$ cat src/rtl/cc_muxnto1_scan.sv
// cc_muxnto1_scan: N-channel, W-bit registered multiplexer with a direct
// (load-strobed) mode and an automatic masked scan mode.
module cc_muxnto1_scan #(
  parameter int unsigned DATA_WIDTH  = 8,
  parameter int unsigned NUM_CH      = 4,
  parameter int unsigned SEL_WIDTH   = 2,
  parameter int unsigned DWELL       = 1000,
  parameter int unsigned DWELL_WIDTH = 16
) (
  input  logic                         CC_MUXNTO1_CLOCK_50,
  input  logic                         CC_MUXNTO1_RESET_InHigh,
  input  logic                         CC_MUXNTO1_mode_In,
  input  logic                         CC_MUXNTO1_load_In,
  input  logic [SEL_WIDTH-1:0]         CC_MUXNTO1_select_In,
  input  logic [NUM_CH-1:0]            CC_MUXNTO1_chmask_In,
  input  logic [NUM_CH*DATA_WIDTH-1:0] CC_MUXNTO1_data_In,
  output logic [DATA_WIDTH-1:0]        CC_MUXNTO1_data_Out,
  output logic [SEL_WIDTH-1:0]         CC_MUXNTO1_channel_Out,
  output logic                         CC_MUXNTO1_strobe_Out
);

  // One extra bit so current+offset can exceed NUM_CH-1 before folding.
  localparam int unsigned XW = SEL_WIDTH + 1;
  localparam logic [XW-1:0] NUM_CH_X = XW'(NUM_CH);
  localparam logic [DWELL_WIDTH-1:0] DWELL_LAST = DWELL_WIDTH'(DWELL - 1);

  typedef enum logic {
    ST_DIRECT = 1'b0,
    ST_SCAN   = 1'b1
  } state_t;

  state_t                 state_q, state_d;
  logic [SEL_WIDTH-1:0]   ch_q, ch_d;
  logic [SEL_WIDTH-1:0]   adv_ch;
  logic                   adv_found;
  logic [XW-1:0]          cand;
  logic [DWELL_WIDTH-1:0] cnt_q, cnt_d;
  logic [DATA_WIDTH-1:0]  data_q, sel_data;
  logic                   strobe_q;

  // Next enabled channel after the current one, ascending, modulo NUM_CH.
  always_comb begin
    adv_ch    = ch_q;
    adv_found = 1'b0;
    cand      = '0;
    for (int unsigned i = 1; i < NUM_CH; i++) begin
      cand = {1'b0, ch_q} + XW'(i);
      if (cand >= NUM_CH_X) begin
        cand = cand - NUM_CH_X;
      end
      if (!adv_found && CC_MUXNTO1_chmask_In[cand[SEL_WIDTH-1:0]]) begin
        adv_found = 1'b1;
        adv_ch    = cand[SEL_WIDTH-1:0];
      end
    end
  end

  // Data slice of the currently registered channel (only in-range indices exist).
  always_comb begin
    sel_data = '0;
    for (int unsigned k = 0; k < NUM_CH; k++) begin
      if (ch_q == SEL_WIDTH'(k)) begin
        sel_data = CC_MUXNTO1_data_In[k*DATA_WIDTH +: DATA_WIDTH];
      end
    end
  end

  // Next-state, channel and dwell-counter logic.
  always_comb begin
    state_d = CC_MUXNTO1_mode_In ? ST_SCAN : ST_DIRECT;
    ch_d    = ch_q;
    cnt_d   = cnt_q;
    if (state_q == ST_SCAN) begin
      if (cnt_q == DWELL_LAST) begin
        cnt_d = '0;
        ch_d  = adv_ch;
      end else begin
        cnt_d = cnt_q + DWELL_WIDTH'(1);
      end
    end else begin
      // Counter parked at zero so a switch into scan starts a fresh dwell.
      cnt_d = '0;
      if (CC_MUXNTO1_load_In && (32'(CC_MUXNTO1_select_In) < NUM_CH)) begin
        ch_d = CC_MUXNTO1_select_In;
      end
    end
  end

  // State and output registers with synchronous reset.
  always_ff @(posedge CC_MUXNTO1_CLOCK_50) begin
    if (CC_MUXNTO1_RESET_InHigh) begin
      state_q  <= ST_DIRECT;
      ch_q     <= '0;
      cnt_q    <= '0;
      data_q   <= '0;
      strobe_q <= 1'b0;
    end else begin
      state_q  <= state_d;
      ch_q     <= ch_d;
      cnt_q    <= cnt_d;
      data_q   <= sel_data;
      strobe_q <= (ch_d != ch_q);
    end
  end

  assign CC_MUXNTO1_data_Out    = data_q;
  assign CC_MUXNTO1_channel_Out = ch_q;
  assign CC_MUXNTO1_strobe_Out  = strobe_q;

endmodule

$ cat config.mk
export PLATFORM = sky130hd
export DESIGN_NAME = cc_muxnto1_scan
export DESIGN_NICKNAME = d
export VERILOG_FILES = /design/src/rtl/cc_muxnto1_scan.sv
export SDC_FILE = /design/constraint.sdc
export NUM_CORES = 1
export LEC_CHECK = 0
export ABC_AREA = 1
export CORE_ASPECT_RATIO = 0.7
export CORE_MARGIN = 10
export CORE_UTILIZATION = 39
export DETAILED_ROUTE_END_ITERATION = 6
export HOLD_SLACK_MARGIN = 0.12
export PLACE_DENSITY = 0.69
export SYNTH_ARGS = -nofsm -noshare
export SYNTH_HDL_FRONTEND = slang
export SYNTH_SLANG_ARGS = --single-unit
$ cat constraint.sdc
create_clock -name CC_MUXNTO1_CLOCK_50 -period 3.3 [get_ports CC_MUXNTO1_CLOCK_50]
set_input_delay 0.825 -clock CC_MUXNTO1_CLOCK_50 [delete_from_list [all_inputs] [get_ports CC_MUXNTO1_CLOCK_50]]
set_output_delay 0.825 -clock CC_MUXNTO1_CLOCK_50 [all_outputs]
set_load 0.02 [all_outputs]
==> out/qor.txt <==
PwrDens -> 378 nW/um2
Final min period -> 2.36 ns
fmax -> 424 MHz
Fin. Hold Viols -> 0
critical path's slowest cell -> clkdlybuf4s50_1
leakage power -> 0.862 nW
Max stage delay on crit path -> 0.69 ns
placement row count -> 18
Post-Layout Cell Count -> 322
DRC -> 0
TritonCTS clock tree -> built
Placement Cell Area -> 2100 um2
Max Cap Violations -> 0
Avg WL per Cell -> 12.4 um
post-DP HPWL -> 3180 um
core footprint -> 3650 um2
crit-path max FO -> 10
H-tree depth -> 1
# clock sinks -> 28
worst IR drop on VDD -> 0.000296 V
largest net degree at the start of global routing -> 17
Ports -> 53
# resized after CTS -> 0
flops & latches, synth -> 28
Cells after DPL -> 318
NumNets Final -> 320
IO Port Bufs -> 52
Crit. End Element -> output pin
Layout area overhead -> 41.3%
share of the yosys chip area belonging to registers -> 0.365
largest delay contributor family on the critical path -> buffers and inverters
Post-DRT Antenna Nets -> 0
clk buf depth -> 2
setup tns final -> 0 ns
first-pass GRT wire length -> 6470 um
Setup violations, final -> 0
Warnings, synthesis -> 0
RSZ-0062 raised after global routing -> false
hold path startpoint -> cnt_q[0]
Clock Root Buffer -> clkbuf_8
post-route cell area -> 2170 um2
grt total ovfl -> 0
Hold-fix buffers, CTS -> 0
clock-pin slew on the worst setup and hold paths -> 0.10 ns
outcome -> finished, final reports clean
Final period util -> 0.715
count of pins over their slew limit -> 0
CP Launch Type -> flop
DRT Pass-1 Iters -> 4
antenna cells -> 0
Syn Inst Count -> 221
DR iter-0 viols -> 82
crit path cell chain -> clkdlybuf4s50_1
die extent in y -> 72.5 um
antenna violations before repair -> 0
Avg Cell Area, Syn -> 6.96 um2
Net Count, Synth -> 268
mapped cell area -> 1540 um2
GRT Overall Usage -> 0.115
Die W -> 95.1 um
CP arrival -> 1.54 ns
Worst Tran Pin Value -> 0.520 ns
vias -> 1528
cts bufs inserted -> 3
Worst-Skew Late Latency -> 0.28 ns
CP Class -> reg2out
Slew Limit Headroom -> 0.653
Worst Skew -> 0.00361 ns
Min-Delay Path Class -> reg2reg
Worst EP required -> 2.47 ns
Unique masters post-synth -> 27
CP startpoint -> CC_MUXNTO1_channel_Out[0]
Crit path buffers/inverters -> 1
Total Routed Length -> 3980 um
vias in the first global route -> 1278
Vias/cell -> 4.75
routability cong. -> 0.854
worst r2r src -> CC_MUXNTO1_channel_Out[0]
layout cells sized above 1 -> 0.0809
Setup Buffers After CTS -> 0
die area -> 6890 um2
Starting Density -> 0.421
[placed cells by master, fill, tap and decap left out]
cell type	count
nor4_1	1
bufinv_16	1
nand4_2	2
inv_2	3
clkdlybuf4s50_1	52
nand3_2	1
xnor2_1	1
a211oi_1	1
dfxtp_1	28
clkbuf_8	3
and3_1	2
nor4b_2	1
nor2_4	2
nor2_2	1
ha_1	5
a21oi_1	33
nor3b_1	3
nand3_1	14
nor2_1	20
nor3_2	2
xor2_1	2
nand4_1	2
nor3_1	3
a21oi_2	2
nand2_2	4
o21ai_0	14
nand2_1	47
inv_1	22
[layout make-up]
type,count,area (um2)
flip-flops and latches,28,561
clock inverters,1,30.0
fillers,337,1480
inverters,25,93.8
clock buffers,3,41.3
multi-input cells,163,863
repair buffers,52,520
well taps,50,62.6
[final timing paths]
check                           cells past startpoint  slack [ns]                   endpoint
worst max-delay path                                1        0.94  CC_MUXNTO1_channel_Out[0]
worst min register to register                      1        0.46                   cnt_q[0]
worst max register to register                     13        1.29      CC_MUXNTO1_strobe_Out
worst min-delay path                                1        0.46                   cnt_q[0]
[layer usage]
layer	up-vias	share of wire	routed length [um]	global-route usage
met5	-	0	0	0
met4	0	0.0033	13	0.0149
met3	2	0.087	345	0.0421
met2	42	0.37	1470	0.153
met1	656	0.54	2150	0.172
li1	828	-	-	-
[cells in the mapped netlist (all sizes together)]
cell type / number / area, um2
and3: 2 / 12.5
xor2: 2 / 17.5
inv: 25 / 93.8
a211oi: 1 / 7.51
nor4: 1 / 6.26
nand2: 51 / 201
nand4: 4 / 37.5
nand3: 15 / 80.1
dfxtp: 28 / 561
ha: 5 / 62.6
nor3: 5 / 35.0
buf: 1 / 5.00
xnor2: 1 / 8.76
nor4b: 1 / 15.0
o21ai: 14 / 70.1
nor2: 23 / 104
clkbuf: 4 / 15.0
nor3b: 3 / 22.5
a21oi: 35 / 183
[sequential cells by signal (all words and copies together) (netlist names)]
name,count
CC_MUXNTO1_data_Out,8
cnt_q,16
state_q,1
CC_MUXNTO1_channel_Out,2
CC_MUXNTO1_strobe_Out,1
[report_power, final]
group,total (W),switching (W),internal [W]
registers,0.000361,0.00000891,0.000352
clock network,0.000270,0.000107,0.000163
logic,0.000191,0.0000925,0.0000984
[kinds of logic (layout without fill, tap and decap cells)]
family	after synthesis	count (layout)	synth area share
AO/OA/AOI/OAI	50	50	0.169
XOR/XNOR	3	3	0.0171
adder cells (fa/ha/maj)	5	5	0.0407
buffers and inverters	30	81	0.0740
flip-flops	28	28	0.365
AND/OR/NAND/NOR	105	105	0.334
[stage by stage]
stage,hold slack (ns),util,total power [W],setup slack [ns]
floorplan,0.418,-,0.000466,1.44
global placement,0.439,0.576,0.000559,1.06
detailed placement,0.446,0.576,0.000560,1.03
CTS,0.465,0.595,0.000828,0.935
global route,0.484,0.595,0.000865,0.889
finish,0.458,0.595,0.000822,0.939
No activity file was read; power rests on OpenSTA's default activity.
